$ cat src/rtl/quad_encoder_pkg.sv
// rtl/quad_encoder_pkg.sv - register map constants and x4 decode helpers for quad_encoder_mc
package quad_encoder_pkg;

  localparam logic [1:0] BANK_LIVE = 2'd0;
  localparam logic [1:0] BANK_SNAP = 2'd1;
  localparam logic [1:0] BANK_STAT = 2'd2;
  localparam logic [1:0] BANK_CTRL = 2'd3;

  localparam int CTRL_SNAP = 0;
  localparam int CTRL_CLR  = 1;
  localparam int CTRL_INFO = 2;

  typedef enum logic [1:0] {
    STEP_NONE,
    STEP_INC,
    STEP_DEC,
    STEP_ERR
  } step_e;

  // Position along the forward cycle 00 -> 10 -> 11 -> 01, {A,B} order.
  function automatic logic [1:0] gray_pos(input logic [1:0] ab);
    case (ab)
      2'b00:   return 2'd0;
      2'b10:   return 2'd1;
      2'b11:   return 2'd2;
      default: return 2'd3;
    endcase
  endfunction

  function automatic step_e decode_step(input logic [1:0] prev_ab, input logic [1:0] cur_ab);
    logic [1:0] diff;
    diff = gray_pos(cur_ab) - gray_pos(prev_ab);
    case (diff)
      2'd0:    return STEP_NONE;
      2'd1:    return STEP_INC;
      2'd3:    return STEP_DEC;
      default: return STEP_ERR;
    endcase
  endfunction

endpackage

$ cat src/rtl/quad_encoder_chan.sv
// rtl/quad_encoder_chan.sv - one encoder channel: synchroniser, glitch filter, x4 decode, counter, dir, err
module quad_encoder_chan
  import quad_encoder_pkg::*;
#(
  parameter int CNT_WIDTH  = 32,
  parameter int FILTER_LEN = 4
) (
  input  logic                 clk_i,
  input  logic                 rst_ni,
  input  logic                 a_i,
  input  logic                 b_i,
  input  logic                 clr_i,
  input  logic                 err_clr_i,
  output logic [CNT_WIDTH-1:0] count_o,
  output logic                 dir_o,
  output logic                 err_o
);

  logic [1:0]           sync1_q, sync2_q;
  logic [1:0]           filt_q, filt_d;
  logic [1:0]           prev_q;
  logic [3:0]           fcnt_q [2];
  logic [3:0]           fcnt_d [2];
  logic [CNT_WIDTH-1:0] count_q, count_d;
  logic                 dir_q, dir_d;
  logic                 err_q, err_d;
  step_e                step;

  // Bit 1 is phase A, bit 0 is phase B throughout.
  always_comb begin
    filt_d = filt_q;
    for (int p = 0; p < 2; p++) begin
      fcnt_d[p] = '0;
      if (sync2_q[p] != filt_q[p]) begin
        if (fcnt_q[p] + 4'd1 >= 4'(FILTER_LEN)) filt_d[p] = sync2_q[p];
        else                                     fcnt_d[p] = fcnt_q[p] + 4'd1;
      end
    end
  end

  assign step = decode_step(prev_q, filt_q);

  always_comb begin
    count_d = count_q;
    dir_d   = dir_q;
    err_d   = err_q;
    case (step)
      STEP_INC: begin
        count_d = count_q + CNT_WIDTH'(1);
        dir_d   = 1'b1;
      end
      STEP_DEC: begin
        count_d = count_q - CNT_WIDTH'(1);
        dir_d   = 1'b0;
      end
      default: ;
    endcase
    if (clr_i) count_d = '0;
    if (step == STEP_ERR) err_d = 1'b1;
    else if (err_clr_i)   err_d = 1'b0;
  end

  always_ff @(posedge clk_i or negedge rst_ni) begin
    if (!rst_ni) begin
      sync1_q   <= '0;
      sync2_q   <= '0;
      filt_q    <= '0;
      fcnt_q[0] <= '0;
      fcnt_q[1] <= '0;
      prev_q    <= '0;
      count_q   <= '0;
      dir_q     <= 1'b0;
      err_q     <= 1'b0;
    end else begin
      sync1_q   <= {a_i, b_i};
      sync2_q   <= sync1_q;
      filt_q    <= filt_d;
      fcnt_q[0] <= fcnt_d[0];
      fcnt_q[1] <= fcnt_d[1];
      prev_q    <= filt_q;
      count_q   <= count_d;
      dir_q     <= dir_d;
      err_q     <= err_d;
    end
  end

  assign count_o = count_q;
  assign dir_o   = dir_q;
  assign err_o   = err_q;

endmodule

$ cat src/rtl/quad_encoder_mc.sv
// rtl/quad_encoder_mc.sv - multi-channel quadrature encoder counter with Avalon-MM register port
module quad_encoder_mc
  import quad_encoder_pkg::*;
#(
  parameter int CHANNELS   = 11,
  parameter int CNT_WIDTH  = 32,
  parameter int FILTER_LEN = 4,
  parameter int CH_AW      = (CHANNELS > 1) ? $clog2(CHANNELS) : 1
) (
  input  logic                clk_clk,
  input  logic                reset_reset_n,
  input  logic [CHANNELS-1:0] encoder_a,
  input  logic [CHANNELS-1:0] encoder_b,
  input  logic [CH_AW+1:0]    avs_address,
  input  logic                avs_read,
  input  logic                avs_write,
  input  logic [31:0]         avs_writedata,
  output logic [31:0]         avs_readdata
);

  logic [1:0]           bank;
  logic [CH_AW-1:0]     ch;
  logic [31:0]          ch_w;
  logic                 snap_we;
  logic [CHANNELS-1:0]  clr_mask;
  logic [CHANNELS-1:0]  err_clr;
  logic [CHANNELS-1:0]  dir_w, err_w;
  logic [CNT_WIDTH-1:0] cnt_w  [CHANNELS];
  logic [CNT_WIDTH-1:0] snap_q [CHANNELS];
  logic [31:0]          rdata_q, rdata_d;
  logic                 unused_wdata;

  assign {bank, ch} = avs_address;
  assign ch_w       = {{(32 - CH_AW){1'b0}}, ch};
  assign snap_we    = avs_write && bank == BANK_CTRL && ch_w == 32'(CTRL_SNAP) && avs_writedata[0];
  assign clr_mask   = (avs_write && bank == BANK_CTRL && ch_w == 32'(CTRL_CLR))
                      ? avs_writedata[CHANNELS-1:0] : '0;
  assign unused_wdata = ^avs_writedata;

  for (genvar i = 0; i < CHANNELS; i++) begin : g_chan
    assign err_clr[i] = avs_write && bank == BANK_STAT && ch_w == 32'(i) && avs_writedata[1];

    quad_encoder_chan #(
      .CNT_WIDTH  (CNT_WIDTH),
      .FILTER_LEN (FILTER_LEN)
    ) u_chan (
      .clk_i     (clk_clk),
      .rst_ni    (reset_reset_n),
      .a_i       (encoder_a[i]),
      .b_i       (encoder_b[i]),
      .clr_i     (clr_mask[i]),
      .err_clr_i (err_clr[i]),
      .count_o   (cnt_w[i]),
      .dir_o     (dir_w[i]),
      .err_o     (err_w[i])
    );
  end

  // Reads see the live state of this cycle, so a same-cycle write is not yet visible.
  always_comb begin
    rdata_d = '0;
    for (int i = 0; i < CHANNELS; i++) begin
      if (ch_w == 32'(i)) begin
        case (bank)
          BANK_LIVE: rdata_d = 32'($signed(cnt_w[i]));
          BANK_SNAP: rdata_d = 32'($signed(snap_q[i]));
          BANK_STAT: rdata_d = {30'b0, err_w[i], dir_w[i]};
          default:   ;
        endcase
      end
    end
    if (bank == BANK_CTRL && ch_w == 32'(CTRL_INFO))
      rdata_d = {12'b0, 4'(FILTER_LEN), 8'(CNT_WIDTH), 8'(CHANNELS)};
  end

  always_ff @(posedge clk_clk or negedge reset_reset_n) begin
    if (!reset_reset_n) begin
      for (int i = 0; i < CHANNELS; i++) snap_q[i] <= '0;
      rdata_q <= '0;
    end else begin
      if (snap_we) begin
        for (int i = 0; i < CHANNELS; i++) snap_q[i] <= cnt_w[i];
      end
      if (avs_read) rdata_q <= rdata_d;
    end
  end

  assign avs_readdata = rdata_q;

endmodule

$ cat config.mk
export PLATFORM = sky130hd
export DESIGN_NAME = quad_encoder_mc
export DESIGN_NICKNAME = d
export VERILOG_FILES = /design/src/rtl/quad_encoder_pkg.sv /design/src/rtl/quad_encoder_chan.sv /design/src/rtl/quad_encoder_mc.sv
export SDC_FILE = /design/constraint.sdc
export NUM_CORES = 2
export LEC_CHECK = 0
export ABC_AREA = 1
export BUFFER_PORTS_ARGS = -buffer_cell sky130_fd_sc_hd__buf_2
export CORE_UTILIZATION = 40
export DETAILED_ROUTE_END_ITERATION = 16
export GPL_TIMING_DRIVEN = 0
export PLACE_DENSITY = 0.6
export SKIP_LAST_GASP = 1
export SLEW_MARGIN = 10
export SYNTH_ARGS = -nofsm -noshare
export SYNTH_HDL_FRONTEND = slang
export SYNTH_SLANG_ARGS = --single-unit
$ cat constraint.sdc
create_clock -name clk_clk -period 6.95 [get_ports clk_clk]
set_input_delay 1.0425 -clock clk_clk [delete_from_list [all_inputs] [get_ports clk_clk]]
set_output_delay 1.0425 -clock clk_clk [all_outputs]
set_load 0.02 [all_outputs]
Word-level counts from Yosys, hierarchy flattened
Index checks and enable logic that the tools add are counted.
- bits in registers: 934
- bits in latches: 0
- RAM bits: 0
- bits in read-only memories: 0
- input port bits: 64
- output and inout port bits: 32
- word-level logic and storage cells: 607
- memories kept: 0
- add/sub/neg operators: 55
- $mul: 0
- divide/modulo/power cells: 0
- order comparisons: 22
- equal/unequal tests: 134
- shifts and indexed selects: 0
- multiplexer cells: 156
- bitwise gates (word level): 0
- reductions and logical operators: 118
- operators by type and width (operator ; count):
    case mux 32 bit (3 select lines) ; 11
    2-to-1 mux 32 bit ; 23
    case mux 32 bit (2 select lines) ; 11
    adder 32 x 1 -> 32 bit (second input constant) ; 11
    subtractor 32 x 1 -> 32 bit (second input constant) ; 11
    case mux 2 bit (3 select lines) ; 33
    2-to-1 mux 4 bit ; 44
    equality test 2 bit (second input constant) ; 79
    adder 4 x 1 -> 4 bit (second input constant) ; 22
    greater-or-equal comparator 4 x 3 -> 1 bit (second input constant) ; 22
    logical NOT 2 bit ; 34
    equality test 2 x 1 -> 1 bit (second input constant) ; 23
    AND reduction 2 bit ; 22
    nonzero test 2 bit ; 22
    nonzero test 3 bit ; 11
    logical NOT 32 bit ; 1
    logical AND 1 bit ; 28
    2-to-1 mux 1 bit ; 22
    inequality test 1 bit ; 22
    case mux 1 bit (2 select lines) ; 11
    subtractor 2 bit ; 11
    equality test 4 x 3 -> 1 bit (second input constant) ; 4
    equality test 4 bit (second input constant) ; 3
    2-to-1 mux 11 bit ; 1
    other kinds (2) ; 3

Depth between registers and ports, before layout
- depth in word-level cells: 24
- mapped depth: 20
- gate-level depth less buffers: 20

By module
A second synthesis with hierarchy kept.
- cell total of the unflattened synthesis: 9976
- area total of the unflattened synthesis: 68857.3 µm²
- modules (own cells, without submodules) (module ; instances ; cells an instance ; area an instance (µm²) ; seq. area each (µm²)):
    quad_encoder_chan (g_chan[0].u_chan ...) ; 8 ; 641 ; 4335.4 ; 1251.2
    quad_encoder_mc ; 1 ; 2951 ; 21454.3 ; 9609.2
    quad_encoder_chan (g_chan[8].u_chan ...) ; 2 ; 631 ; 4221.5 ; 1251.2
    quad_encoder_chan (g_chan[1].u_chan) ; 1 ; 635 ; 4276.6 ; 1251.2

Worst setup path after synthesis
Ideal clock, no wire load.
- kind: reg-to-reg
- start point: register g_chan[10].u_chan.filt_q[0]
- end point: register g_chan[10].u_chan.count_q[25]
- library setup time: 118 ps
- data arrival time: 3509 ps
- required time: 6832 ps
- path slack: 3323 ps
- stages on the path, launching flop included: 18
- path buffers: 0
- period minus slack after synthesis: 3627 ps
- cells stage by stage: dfrtp_1 ha_1 ha_1 xor2_1 xor2_1 nand2_1 inv_1 ha_1 a21oi_1 o21ai_0 a21boi_0 o21ai_0 nand2_1 nand2_1 nand2_1 nand4_1 nand3_1 nand2_1
- cells in the longest elaborated chain, start to end: 8
- elaborated cells on any way between the ends: 14
- those cells by class: add/sub (1); eq/ne (6); mux (4); reduce/logical (3)
- ends and longest elaborated chain (element ; line ; source):
    start: declaration ; quad_encoder_chan.sv:20 ; logic [1:0] filt_q, filt_d;
    start signal: assignment ; quad_encoder_chan.sv:77 ; filt_q <= filt_d;
    equality test 2 bit / logical NOT 2 bit (equally long branches) ; quad_encoder_pkg.sv:22 ; case (ab)
    case mux 2 bit (3 select lines) (*) ; quad_encoder_pkg.sv:22 ;
    subtractor 2 bit (*) ; quad_encoder_pkg.sv:32 ; diff = gray_pos(cur_ab) - gray_pos(prev_ab);
    equality test 2 bit (tied with other cells) ; quad_encoder_pkg.sv:33 ; case (diff)
    case mux 2 bit (3 select lines) (*) ; quad_encoder_pkg.sv:33 ;
    equality test 2 bit / equality test 2 x 1 -> 1 bit (equally long branches) ; quad_encoder_chan.sv:47 ; case (step)
    case mux 32 bit (2 select lines) ; quad_encoder_chan.sv:47 ;
    2-to-1 mux 32 bit ; quad_encoder_chan.sv:58 ; if (clr_i) count_d = '0;
    end signal: assignment ; quad_encoder_chan.sv:81 ; count_q <= count_d;
    end: declaration ; quad_encoder_chan.sv:24 ; logic [CNT_WIDTH-1:0] count_q, count_d;
Every way passes the cells marked *; elsewhere a longest branch is shown, timed or not.
A chain may end at the register's enable or synchronous reset.

Worst setup path after layout
- start point: register g_chan[10].u_chan.filt_q[1]
- end point: register g_chan[10].u_chan.count_q[25]
The elaborated chain is that of the path after synthesis.

==> results summary <==
The largest driver fanout on the critical path is 32. Summed over all failing endpoints, the final setup total negative slack is 0 ns. In the global route stage, overall resource usage came out at 27.4%. The worst setup path is launched from a register. The core footprint came out at 152000 µm². The number of warnings printed during yosys synthesis came out at 0. TritonCTS built the clock tree. Of the available clock period, the critical path in the final layout requires 78.3%. The pin count of the biggest net entering global routing is 131.

The number of buffers inserted to repair setup after CTS is 0. The synthesized flop and latch total is 934. The routability congestion estimate from global placement is 0.972. Of the synthesized area, sequential elements account for 38.2%. The worst hold-check path type is input port to async pin. Buffers placed on the I/O ports in this run total 74. The total iterations of the first detailed-routing run is 7.

The number of vias per cell after detailed routing came out at 5.48. The worst-case IR drop observed on VDD is 0.000221 V. The half-perimeter wire length after placement is 168000 µm.

The leakage power is 33.6 nW. Once placement completed, the tool counted placed cells totaling 10663. The commonest cells after synthesis are 2419 x sky130_fd_sc_hd__nand2_1, 1090 x sky130_fd_sc_hd__o21ai_0, 937 x sky130_fd_sc_hd__inv_1, 934 x sky130_fd_sc_hd__dfrtp_1, 638 x sky130_fd_sc_hd__a21oi_1. Setup repair after global routing left no endpoint under its margin. Dividing the synthesized area by the synthesized cell count gives 7.20 µm². The flow ran to the end, and the final reports show no timing, DRC or antenna violations. The initial antenna violation count came out at 8. Once layout is complete, the cells apart from fillers number 10870. The clock transition time at the flip-flop clock pins of the worst setup and hold paths came out at 0.06 ns. The critical register-to-register path endpoint is g_chan[10].u_chan.count_o[25]$_DFFE_PN0P_. The tree is rooted in a sky130_fd_sc_hd__clkbuf_16. The tool flagged a number of max-cap violations equal to 0.

The timing-limited maximum frequency came out at 184 MHz. The number of cells on the worst reg-to-reg path came out at 19. In this run the critical register-to-register path is launched from g_chan[10].u_chan.filt_q[1]$_DFFE_PN0P_. The quantity of gates resized following cts is 0.

The overall via count from detail_route is 59520. For this run, the leading register cell type out of synthesis is sky130_fd_sc_hd__dfrtp_1. The global-route wire length before repair is 333000 µm. The post-place setup slack came out at 1.79 ns. For this run the aggregate overflow at the end of global routing stands at 0.

After detailed routing, the average wire length per cell comes to 19.9 µm. After synthesis, the share of flip-flops with an asynchronous set or reset is 100%. The number of enable flip-flop cells after synthesis is 0. For this run, design rule violations remaining after detail routing come to 0. The layout has 15599 filler cells. The area growth from synthesis to layout is 11.6%. The slew of the pin with the lowest slew margin is 1.25 ns. For the final database, setup skew stands at 0.0532 ns. The fraction of layout instances using a drive strength above 1 came out at 5.26%. After layout, the minimum clock period comes to 5.44 ns. The synthesized netlist occupies a cell area of 61300 µm².

The worst setup path is captured at a register. Sorting the synthesized cells by area gives the leading types as sky130_fd_sc_hd__dfrtp_1 38%, sky130_fd_sc_hd__nand2_1 15%, sky130_fd_sc_hd__o21ai_0 8.9%. The first routing iteration left 6181 violations. The H-tree was split into 3 levels.

The minimum hold slack came out at 0.234 ns. The final critical-path setup slack came out at 1.51 ns. The number of buffers inserted during clock tree synthesis is 111. In this run the core area contains 143 standard-cell rows.

The required time at the endpoint of the critical path is 7.57 ns. The dominant cell type by area after synthesis is sky130_fd_sc_hd__dfrtp_1. The arrival time reported for the critical path endpoint came out at 6.05 ns. The synthesized instance count came out at 8509. The CTS sink count is 934. At the end of the flow, the number of nets in the layout was 9228. The number of top-level design ports is 96.

For this design the ratio of total power to cell area is 453 nW/µm². sky130_fd_sc_hd__nand2_1 is the most common cell in the netlist. The final layout contains routed wiring with a total length of 216000 µm. The distinct cell type count after synthesis is 44. The via count of the first global-routing pass is 56018. The count of antenna-violating nets left after detailed routing came out at 0. The worst setup slack for register-to-register paths came out at 1.51 ns. The max-slew headroom at the worst pin is 16.5%.

For the worst-skew pair, the clock arrives at the later sink with an insertion delay of 0.77 ns. The effective utilization at floorplan is 40.3%. The die footprint came out at 155000 µm². The floorplan step set the die width to 393 µm. The design draws 30.9 mW. No sink is reached through more buffers than the 3 on the longest clock path. The critical path class is register to register. After synthesis, the largest area contributor takes up 38.2% of total cell area. The number of pins exceeding their max-slew limit in the final report is 0. The die extent in y came out at 393 µm. The final setup violation count came out at 0. The number of endpoints with negative hold slack in the final report is 0. The number of hold buffers added after cts came out at 0.
## area by class of cell
type                    instances  area, µm²  share of cell area, %
diodes                          5       12.5                 0.0183
plain buffers                 247       1090                   1.59
clock buffers                 160       3220                   4.71
clock inverters                42        562                  0.822
inverters                     958       3600                   5.27
multi-input cells            6413      33400                   48.8
flip-flops and latches        934      23400                   34.2
well taps                    2030       2540                   3.72
repair buffers                 81        578                  0.846
## critical path, stage by stage (launching register included)
cell                       delay (ns)
sky130_fd_sc_hd__dfrtp_1         0.40
sky130_fd_sc_hd__inv_1           0.08
sky130_fd_sc_hd__ha_1            0.27
sky130_fd_sc_hd__ha_1            0.19
sky130_fd_sc_hd__xor2_1          0.17
sky130_fd_sc_hd__xor2_1          0.24
sky130_fd_sc_hd__nand2_1         0.19
sky130_fd_sc_hd__clkinv_1        0.93
sky130_fd_sc_hd__ha_1            0.78
sky130_fd_sc_hd__nand2_1         0.07
sky130_fd_sc_hd__o21ai_0         0.44
sky130_fd_sc_hd__a21boi_0        0.35
sky130_fd_sc_hd__o21ai_0         0.55
sky130_fd_sc_hd__nand2_1         0.10
sky130_fd_sc_hd__nand2_1         0.16
sky130_fd_sc_hd__nand2_1         0.10
sky130_fd_sc_hd__nand3_1         0.08
sky130_fd_sc_hd__nand2_1         0.05
sky130_fd_sc_hd__nand3_1         0.07
sky130_fd_sc_hd__nand2_1         0.06
## how the worst max path moves through the flow
| stage | from | to | slack (ns) | depth (start not counted) |
|---|---|---|---|---|
| floorplan | g_chan[10].u_chan.filt_q[0]$_DFFE_PN0P_ | g_chan[10].u_chan.count_o[25]$_DFFE_PN0P_ | 3.32 | 17 |
| global placement | reset_reset_n | g_chan[10].u_chan.sync1_q[1]$_DFF_PN0_ | -16.92 | 1 |
| detailed placement | g_chan[0].u_chan.filt_q[0]$_DFFE_PN0P_ | g_chan[0].u_chan.count_o[25]$_DFFE_PN0P_ | 1.79 | 17 |
| CTS | g_chan[0].u_chan.filt_q[0]$_DFFE_PN0P_ | g_chan[0].u_chan.count_o[25]$_DFFE_PN0P_ | 1.74 | 17 |
| global route | g_chan[10].u_chan.filt_q[0]$_DFFE_PN0P_ | g_chan[10].u_chan.count_o[25]$_DFFE_PN0P_ | 1.16 | 18 |
| finish | g_chan[10].u_chan.filt_q[1]$_DFFE_PN0P_ | g_chan[10].u_chan.count_o[25]$_DFFE_PN0P_ | 1.51 | 19 |
## registers in the layout, summed over array words and instances (netlist names)
| signal | flops |
|---|---|
| g_chan.u_chan.dir_o | 11 |
| g_chan.u_chan.prev_q | 22 |
| g_chan.u_chan.count_o | 352 |
| g_chan.u_chan.sync1_q | 22 |
| g_chan.u_chan.filt_q | 22 |
| g_chan.u_chan.sync2_q | 22 |
| g_chan.u_chan.fcnt_q | 88 |
| g_chan.u_chan.err_o | 11 |
| snap_q | 352 |
| avs_readdata | 32 |
## layer usage
metal,vias to the layer above,track usage [%],routed length [µm]
met5,-,0,91
met4,12,9.39,8030
met3,378,3.99,14900
met2,1923,41.7,93000
met1,28349,39.5,100000
li1,28858,-,-
## through the flow
| stage | cell area, µm² | util, % |
|---|---|---|
| finish | 68300 | 45.0 |
| CTS | 68300 | 45.0 |
| detailed placement | 64500 | 42.5 |
| global placement | 64300 | 42.3 |
| global route | 68300 | 45.0 |
| floorplan | 61400 | - |
## logic make-up after synthesis
family	count (synthesis)	synth area share (%)
xor+xnor	99	1.42
flops	934	38.2
fa+ha+maj	418	8.67
other cells	1	0.00612
simple gates	3575	23.5
compound gates	2253	20.1
buf+inv	1205	7.65
mux	24	0.441
## power breakdown
group	internal, mW	total [mW]	switching [mW]
Sequential	6.93	8.16	1.23
Clock	3.56	6.13	2.57
Combinational	5.20	16.7	11.5
## placed cells by master (no fill, tap or decap), types with 11 or more instances in the layout
cell,instances
sky130_fd_sc_hd__nand2_1,2419
sky130_fd_sc_hd__o21ai_0,1090
sky130_fd_sc_hd__inv_1,934
sky130_fd_sc_hd__dfrtp_1,934
sky130_fd_sc_hd__a21oi_1,638
sky130_fd_sc_hd__nor2_1,578
sky130_fd_sc_hd__ha_1,407
sky130_fd_sc_hd__nand3_1,351
sky130_fd_sc_hd__buf_2,172
sky130_fd_sc_hd__clkbuf_1,153
sky130_fd_sc_hd__clkbuf_16,111
sky130_fd_sc_hd__a31oi_1,94
sky130_fd_sc_hd__o22ai_1,93
sky130_fd_sc_hd__nand4_1,84
sky130_fd_sc_hd__xor2_1,59
sky130_fd_sc_hd__o211ai_1,59
sky130_fd_sc_hd__a21o_1,58
sky130_fd_sc_hd__o21bai_1,54
sky130_fd_sc_hd__conb_1,44
sky130_fd_sc_hd__a21boi_0,43
sky130_fd_sc_hd__nor3_1,41
sky130_fd_sc_hd__xnor2_1,40
sky130_fd_sc_hd__o21ai_1,35
sky130_fd_sc_hd__o221ai_1,29
sky130_fd_sc_hd__o21a_1,28
sky130_fd_sc_hd__or2_2,27
sky130_fd_sc_hd__a221oi_1,27
sky130_fd_sc_hd__clkbuf_8,26
sky130_fd_sc_hd__mux2_2,24
sky130_fd_sc_hd__nor4_1,21
sky130_fd_sc_hd__inv_2,17
sky130_fd_sc_hd__nor2_2,15
sky130_fd_sc_hd__clkinv_2,15
sky130_fd_sc_hd__nand3b_1,14
sky130_fd_sc_hd__and3_1,12
sky130_fd_sc_hd__fa_1,11
No activity file was read; power rests on OpenSTA's default activity.
